## config.mk

```make
export PLATFORM = sky130hd
export DESIGN_NAME = sprite_line_eval_flat
export DESIGN_NICKNAME = d
export VERILOG_FILES = /design/src/rtl/sprite_line_eval_if.sv /design/src/rtl/sprite_line_eval.sv /design/src/flat_wrapper.sv
export SDC_FILE = /design/constraint.sdc
export NUM_CORES = 1
export LEC_CHECK = 0
export BUFFER_PORTS_ARGS = -buffer_cell sky130_fd_sc_hd__buf_2
export CAP_MARGIN = 20
export CORE_ASPECT_RATIO = 0.75
export CORE_MARGIN = 2
export CORE_UTILIZATION = 30
export CTS_CLUSTER_DIAMETER = 80
export DETAILED_ROUTE_END_ITERATION = 10
export PLACE_DENSITY = 0.53
export SYNTH_ARGS = -nofsm -noshare
export SYNTH_HDL_FRONTEND = slang
export SYNTH_SLANG_ARGS = --single-unit
```

## constraint.sdc

```tcl
create_clock -name clk_25p2MHz -period 2.2 [get_ports clk_25p2MHz]
set_input_delay 0.22 -clock clk_25p2MHz [delete_from_list [all_inputs] [get_ports clk_25p2MHz]]
set_output_delay 0.22 -clock clk_25p2MHz [all_outputs]
set_load 0.005 [all_outputs]
```

## src/rtl/sprite_line_eval_if.sv

```systemverilog
// Signal bundle between the sprite evaluator and its neighbours: the line sequencer,
// the sprite RAM read port and the sprite draw stage's line list.
interface sprite_line_eval_if #(
  parameter int ADDR_WIDTH   = 6,
  parameter int MAX_PER_LINE = 8,
  parameter int POS_BIT      = 10
);
  localparam int IDX_W = $clog2(MAX_PER_LINE);

  logic                  line_start;
  logic [POS_BIT-1:0]    next_line_y;
  logic [ADDR_WIDTH-1:0] oam_rd_addr;
  logic [31:0]           oam_rd_data;
  logic                  lst_we;
  logic [IDX_W-1:0]      lst_idx;
  logic [25:0]           lst_data;
  logic                  busy;
  logic                  done;
  logic [IDX_W:0]        sprite_cnt;
  logic                  overflow;

  modport slave (
    input  line_start, next_line_y, oam_rd_data,
    output oam_rd_addr, lst_we, lst_idx, lst_data, busy, done, sprite_cnt, overflow
  );

  modport master (
    output line_start, next_line_y, oam_rd_data,
    input  oam_rd_addr, lst_we, lst_idx, lst_data, busy, done, sprite_cnt, overflow
  );
endinterface

```

## src/rtl/sprite_line_eval.sv

```systemverilog
// Per-scanline sprite evaluator: scans every sprite RAM entry in index order and
// writes the first MAX_PER_LINE sprites covering the next line into the line list.
module sprite_line_eval #(
  parameter int ADDR_WIDTH   = 6,
  parameter int MAX_PER_LINE = 8,
  parameter int POS_BIT      = 10,
  parameter int ROW_BIT      = 4
) (
  input  logic               clk_25p2MHz,
  input  logic               rst,
  sprite_line_eval_if.slave  bus
);
  localparam int IDX_W = $clog2(MAX_PER_LINE);
  localparam int CNT_W = IDX_W + 1;
  localparam logic [ADDR_WIDTH-1:0] LAST_ADDR = '1;
  localparam logic [CNT_W-1:0]      CNT_MAX   = CNT_W'(MAX_PER_LINE);

  typedef enum logic [1:0] {IDLE, SCAN, FLUSH} state_e;

  state_e                state_q, state_d;
  logic [POS_BIT-1:0]    line_q;
  logic [ADDR_WIDTH-1:0] addr_q;
  logic                  rd_valid_q;
  logic [CNT_W-1:0]      cnt_q;
  logic                  ovf_q;
  logic                  done_q;
  logic                  we_q;
  logic [IDX_W-1:0]      idx_q;
  logic [25:0]           data_q;

  logic [POS_BIT-1:0] spr_y, spr_x;
  logic [7:0]         spr_tile;
  logic [3:0]         spr_attr;
  logic [POS_BIT:0]   y_end;
  logic [ROW_BIT-1:0] row;
  logic               hit;

  assign spr_y    = bus.oam_rd_data[31:22];
  assign spr_x    = bus.oam_rd_data[21:12];
  assign spr_tile = bus.oam_rd_data[11:4];
  assign spr_attr = bus.oam_rd_data[3:0];

  // One extra bit on the bottom edge keeps sprites near the screen bottom from wrapping.
  assign y_end = {1'b0, spr_y} + (POS_BIT+1)'(1 << ROW_BIT);
  assign hit   = spr_attr[3] && (spr_y <= line_q) && ({1'b0, line_q} < y_end);
  assign row   = line_q[ROW_BIT-1:0] - spr_y[ROW_BIT-1:0];

  always_ff @(posedge clk_25p2MHz) begin
    // NOTE: sequential state uses non-blocking assignments so every flop samples pre-edge values.
    if (rst) state_q <= IDLE;
    else     state_q <= state_d;
  end

  always_comb begin
    // NOTE: state_d gets a default before any branch, so no path can infer a latch.
    state_d = state_q;
    if (bus.line_start) begin
      state_d = SCAN;
    end else begin
      case (state_q)
        SCAN:    if (addr_q == LAST_ADDR) state_d = FLUSH;
        FLUSH:   state_d = IDLE;
        default: state_d = state_q;
      endcase
    end
  end

  always_comb begin
    bus.busy        = (state_q != IDLE);
    bus.done        = done_q;
    bus.oam_rd_addr = addr_q;
    bus.lst_we      = we_q;
    bus.lst_idx     = idx_q;
    bus.lst_data    = data_q;
    bus.sprite_cnt  = cnt_q;
    bus.overflow    = ovf_q;
  end

  // rd_valid_q marks cycles where oam_rd_data belongs to an address issued by the current scan.
  always_ff @(posedge clk_25p2MHz) begin
    if (rst) begin
      line_q     <= '0;
      addr_q     <= '0;
      rd_valid_q <= 1'b0;
      cnt_q      <= '0;
      ovf_q      <= 1'b0;
      done_q     <= 1'b0;
      we_q       <= 1'b0;
      idx_q      <= '0;
      data_q     <= '0;
    end else begin
      done_q     <= 1'b0;
      we_q       <= 1'b0;
      rd_valid_q <= (state_q == SCAN);
      if (bus.line_start) begin
        line_q     <= bus.next_line_y;
        addr_q     <= '0;
        cnt_q      <= '0;
        ovf_q      <= 1'b0;
        rd_valid_q <= 1'b0;
      end else begin
        if (state_q == SCAN && addr_q != LAST_ADDR) addr_q <= addr_q + 1'b1;
        if (state_q == FLUSH) done_q <= 1'b1;
        if (rd_valid_q && hit) begin
          if (cnt_q != CNT_MAX) begin
            we_q   <= 1'b1;
            idx_q  <= cnt_q[IDX_W-1:0];
            data_q <= {row, spr_x, spr_tile, spr_attr};
            cnt_q  <= cnt_q + 1'b1;
          end else begin
            ovf_q <= 1'b1;
          end
        end
      end
    end
  end
endmodule

```

## src/flat_wrapper.sv

```systemverilog
// flat-port wrapper written by rule: the top's interface ports become plain ports
module sprite_line_eval_flat 
#(
  parameter int ADDR_WIDTH   = 6,
  parameter int MAX_PER_LINE = 8,
  parameter int POS_BIT      = 10,
  parameter int ROW_BIT      = 4
)
  (clk_25p2MHz, rst, bus_line_start, bus_next_line_y, bus_oam_rd_data, bus_oam_rd_addr, bus_lst_we, bus_lst_idx, bus_lst_data, bus_busy, bus_done, bus_sprite_cnt, bus_overflow);
  sprite_line_eval_if #(.ADDR_WIDTH(ADDR_WIDTH), .MAX_PER_LINE(MAX_PER_LINE), .POS_BIT(POS_BIT)) bus_i ();
  input  logic clk_25p2MHz;
  input  logic rst;
  input wire logic [$bits(bus_i.line_start)-1:0] bus_line_start;
  input wire logic [$bits(bus_i.next_line_y)-1:0] bus_next_line_y;
  input wire logic [$bits(bus_i.oam_rd_data)-1:0] bus_oam_rd_data;
  output wire logic [$bits(bus_i.oam_rd_addr)-1:0] bus_oam_rd_addr;
  output wire logic [$bits(bus_i.lst_we)-1:0] bus_lst_we;
  output wire logic [$bits(bus_i.lst_idx)-1:0] bus_lst_idx;
  output wire logic [$bits(bus_i.lst_data)-1:0] bus_lst_data;
  output wire logic [$bits(bus_i.busy)-1:0] bus_busy;
  output wire logic [$bits(bus_i.done)-1:0] bus_done;
  output wire logic [$bits(bus_i.sprite_cnt)-1:0] bus_sprite_cnt;
  output wire logic [$bits(bus_i.overflow)-1:0] bus_overflow;
  assign bus_i.line_start = bus_line_start;
  assign bus_i.next_line_y = bus_next_line_y;
  assign bus_i.oam_rd_data = bus_oam_rd_data;
  assign bus_oam_rd_addr = bus_i.oam_rd_addr;
  assign bus_lst_we = bus_i.lst_we;
  assign bus_lst_idx = bus_i.lst_idx;
  assign bus_lst_data = bus_i.lst_data;
  assign bus_busy = bus_i.busy;
  assign bus_done = bus_i.done;
  assign bus_sprite_cnt = bus_i.sprite_cnt;
  assign bus_overflow = bus_i.overflow;
  sprite_line_eval #(.ADDR_WIDTH(ADDR_WIDTH), .MAX_PER_LINE(MAX_PER_LINE), .POS_BIT(POS_BIT), .ROW_BIT(ROW_BIT)) u_core (.clk_25p2MHz(clk_25p2MHz), .rst(rst), .bus(bus_i));
endmodule
```

# After elaboration in Yosys (flattened, before gate mapping)
# Cells that the tools add are included.
# totals
input_bits	45
out_inout_bits	43
wordCells	46
reg_bits	55
# op_classes
reduce_logical	14
n_lt_le_gt_ge	2
n_addsub	4
muxes	5
eq_ne	7
bitwise_logic	3
# ops
operator	n
$add 10x5->11 const B	1
$lt 10x11->1	1
$le 10x10->1	1
$reduce_and 2->1	4
$add 6x1->6 const B	1
$eq 6x6->1 const B	1
$ne 6x6->1 const B	1
$add 4x1->4 const B	1
$logic_and 1x1->1	4
$ne 4x4->1 const B	1
$pmux 2 s2	1
$reduce_bool 2->1	2
$sub 4x4->4	1
$mux 1	3
$ne 3x2->1 const B	1
$not 1->1	3
$reduce_and 3->1	1
$reduce_bool 3->1	1
$reduce_or 3->1	1
$eq 2x1->1 const B	1
$eq 2x2->1 const B	1
$mux 2	1
$ne 2x1->1 const B	1
$reduce_or 2->1	1

# Logic depth before layout (Yosys ltp)
# logic_depth
word_depth	6
depth_mapped	12
mapped_depth_nobuf	10

# Worst setup path after synthesis
# No wires, ideal clock.
# synth_path
kind	register to register
start	register u_core.line_q[8]
end	register u_core.data_q[10], in the netlist u_core.bus.lst_data[10]
setup_slack_ns	-0.191
stages_incl_launch_ff	11
required_time_ns	2.068
setup_ns	0.132
arrival_time_ns	2.259
synth_period_minus_slack_ns	2.391
n_path_buf	2
path_cell_list	dfxtp_1 inv_1 ha_1 a21o_1 a21oi_2 or4b_4 a221o_1 buf_2 clkbuf_2 o21ai_0 a21oi_1
# synth_via
elab_chain_len	5
elab_cells_between_ends	6
classes_between	order compare (2); reduce/logical (4)
# synth_rtl
item	line	rtl
from (decl)	sprite_line_eval.sv:21	logic [POS_BIT-1:0] line_q;
from (signal assigned)	sprite_line_eval.sv:96	line_q <= bus.next_line_y;
$le 10x10->1	sprite_line_eval.sv:45	assign hit = spr_attr[3] && (spr_y <= line_q) && ({1'b0, line_q} < y_end);
$logic_and 1x1->1	sprite_line_eval.sv:45	
$logic_and 1x1->1 (*)	sprite_line_eval.sv:45	
$logic_and 1x1->1 (*)	sprite_line_eval.sv:104	if (rd_valid_q && hit) begin
$reduce_and 3->1 (no source line) (*)	n/a	
to (signal assigned)	sprite_line_eval.sv:108	data_q <= {row, spr_x, spr_tile, spr_attr};
to (decl)	sprite_line_eval.sv:29	logic [25:0] data_q;
# Mark *: on every way between the ends. The rest lies on a longest branch, timed or not.
# A chain may end at the register's enable or synchronous reset.

# Worst setup path after layout
# layout_path
start	register u_core.line_q[8]
end	register u_core.data_q[25], in the netlist u_core.bus.lst_data[25]
# The elaborated chain is that of the path after synthesis.

==> impl_metrics.ini <==
[logic_synthesis]
synth_mux_area_share_pct = 4.42
synth_cells = 316
ys_seq_area_share_pct = 40.5
synth_fa_ha_area_share_pct = 11.8
yosys_warnings = 0
syn_avg_cell_area_sq_um = 8.60
yosys_register_bits = 55
ys_types = 39
synth_area_sq_um = 2720
synth_compound_area_share_pct = 16.8
synth_top_family_by_area = simple AND/OR/NAND/NOR gates
synthXorXnorAreaFrac_pct = 3.54
synth-simple-area-share_pct = 17.5
syn_nets = 386

[clock_tree]
clk_latency_ns = 0.29
htreeDepth = 2
clockBufferDepth = 2
numCtsBuffers = 5
cts_sinks = 55
cts-root-buf = clkbuf_16
clk_pin_slew_worst_paths_ns = 0.07
ctsHoldBuffers = 0
cts_tree = built

[setup_path]
end_kind = flip-flop
critPathMaxFanout = 2
cpPeakStageDelay_ns = 0.51
critPathBufInv = 1
cp_data_arrival_time_ns = 2.60
crit_family = simple AND/OR/NAND/NOR gates
start_kind = flip-flop
slowest_stage = or4b_4
path_cells = inv_2 > ha_4 > a21o_1 > a21oi_2 > or4b_4 > a221o_1 > or4_1 > o21ai_1
cp_data_required_time_ns = 2.43
worstSetupPathType = flip-flop to flip-flop

[finish]
nets = 502
instances_no_fill = 545
drive_gt1_share_pct = 39.7
finish.utilization_pct = 43.2
fill_cells = 898
antenna_cells = 0
area_delta_synth_final_pct = 42.1

[sta]
hold_viol = 0
fmax_ghz = 0.422
rsz0062_at_grt = true
relSlewSlack_pct = 64.0
worstMarginPinSlew_ns = 0.540
min_period_ns = 2.37
finClkSkew_ns = 0.00559
drv_slew = 0
fin_setup_tns_ns = -4.51
setup_viol = 33
timing.final.ws_setup_ns = -0.169
post-route-period-util_pct = 108

[floorplan]
die_width_microns = 114
ios = 88
num_rows = 30
core-area_sq_um = 8930
start_util_pct = 30.4
dieArea_sq_um = 9850
die_h_microns = 86.4

[place]
gp_congestion = 0.840
placed_cells = 535
dpl.hpwl_microns = 5420
port_buffers = 87

[drt]
detail_route.first_pass.iterations = 4
vias_per_cell = 4.80
wirelength_microns = 7460
drcViolationCount = 0
vias = 2616
post_drt_wl_per_cell_microns = 13.7
first_iter_violations = 130
ant_nets = 0

[global_route]
grt_antenna_before_repair = 0
grt_usage_pct = 15.6
grt_max_degree = 31
grt-ovfl-total = 0
grt_first_pass_wirelength_microns = 12300
first_global_vias = 2560

[status]
outcome = complete, but fails checks
violations = negative setup slack

[flow_run]
drv_cap = 0

[pwr]
p_leak_nw = 1.76
max-vdd-ir-drop_v = 0.000285
power_density_nw_per_um2 = 563

[worst_hold_path]
hold_class = input port to flip-flop
cell type report:
class	count	area, sq um	area share, %
multi-input combinational	223	1590	41.2
tap	112	140	3.63
timing repair buffer	128	808	20.9
sequential	55	1110	28.6
clock inverter	3	18.8	0.486
clock buffer	5	125	3.24
inverter	19	71.3	1.85
registers in the layout, summed over array words and instances, names as in the netlist:
register / cells
u_core.bus.lst_data: 26
u_core.line_q: 10
u_core.bus.oam_rd_addr: 6
u_core.bus.sprite_cnt: 4
u_core.bus.lst_idx: 3
u_core.state_q: 2
u_core.bus.done: 1
u_core.bus.lst_we: 1
u_core.bus.overflow: 1
u_core.rd_valid_q: 1
worst paths after layout:
| kind | startpoint | endpoint | slack (ns) | depth (start not counted) |
|---|---|---|---|---|
| worst min register to register | u_core.bus.lst_data[0] | u_core.bus.lst_data[0] | 0.46 | 2 |
| worst max register to register | u_core.line_q[8] | u_core.bus.lst_data[25] | -0.17 | 8 |
| worst max-delay path | u_core.line_q[8] | u_core.bus.lst_data[25] | -0.17 | 8 |
| worst min-delay path | bus_next_line_y[7] | u_core.line_q[7] | 0.16 | 3 |
power by group:
group / internal (mW) / switching (mW) / total [mW] / leakage (nW)
Combinational: 0.178 / 0.178 / 0.355 / 1.24
Clock: 0.423 / 0.372 / 0.795 / 0.0740
Sequential: 1.01 / 0.0116 / 1.02 / 0.447
Total: 1.61 / 0.561 / 2.17 / 1.76
synth_stat cells:
cell	count	share of area, %
dfxtp_1	55	40
a21oi_1	39	7.2
nand3_1	33	6.1
nor2_1	28	3.9
o21ai_0	25	4.6
ha_1	24	11
inv_1	19	2.6
clkbuf_1	13	1.8
mux2i_1	12	4.4
nand2_1	8	1.1
xor2_1	7	2.3
nand2b_1	5	1.2
and3_1	4	0.92
buf_2	4	0.74
nand4_1	4	0.92
o21ai_1	4	0.74
xnor2_1	4	1.3
or2_2	3	0.69
a211oi_1	2	0.55
a21o_1	2	0.55
nor3_1	2	0.37
nor3b_1	2	0.55
a2111oi_0	1	0.32
a211o_1	1	0.32
a21oi_2	1	0.32
a221o_1	1	0.37
a221oi_4	1	0.97
a31o_2	1	0.32
and4b_1	1	0.37
buf_1	1	0.14
clkbuf_2	1	0.18
fa_1	1	0.74
nand3b_1	1	0.28
nor4_1	1	0.23
o211ai_1	1	0.28
o22ai_1	1	0.23
or3_1	1	0.23
or4_1	1	0.28
or4b_4	1	0.51
worst min-delay path, delay by kind of cell:
family | cells | cell delay (ns)
buffers and inverters | 1 | 0.07
and+or+nand+nor | 1 | 0.07
muxes | 1 | 0.05
logic make-up (layout without fill, tap and decap cells):
family | count (synthesis) | count (layout)
buf+inv | 38 | 155
compound gates | 80 | 80
fa+ha+maj | 25 | 25
mux | 12 | 12
flops | 55 | 55
xor+xnor | 11 | 11
simple gates | 95 | 95
metrics by stage:
step                      hold WS (ns)  worst slack [ns]  power [mW]  area (sq um)
after CTS                        0.154            -0.132        2.21          3810
after global placement           0.450            -0.325        1.37          3550
after detailed placement         0.459            -0.350        1.37          3570
after global routing             0.172            -0.273        2.29          3860
final                            0.159            -0.169        2.17          3860
after floorplan                  0.367            -0.158        1.21          2750
per-layer routing:
layer	part of all wire [%]	GRT usage, %	vias up
met5	0	0	-
met4	0.59	3.55	0
met3	7.1	4.83	5
met2	44	24.3	69
met1	48	21.2	1210
li1	-	-	1332
timing repair:
action	CTS	global route
pin swaps	8	4
buffers inserted	2	0
gates resized for setup	20	27
endpoints found under the setup margin	35	35
cell usage in the layout (no fill, tap or decap), types with 5 or more instances in the layout:
cell type	count
o21ai_1	18
o21ai_2	10
a21oi_2	7
a21oi_1	33
nand2b_1	5
buf_4	35
dfxtp_1	51
clkbuf_16	5
nand3_1	30
buf_2	87
inv_1	18
nor2_1	26
xor2_1	7
ha_1	21
mux2i_1	12
nand2_1	8
No activity file was read; power rests on OpenSTA's default activity.
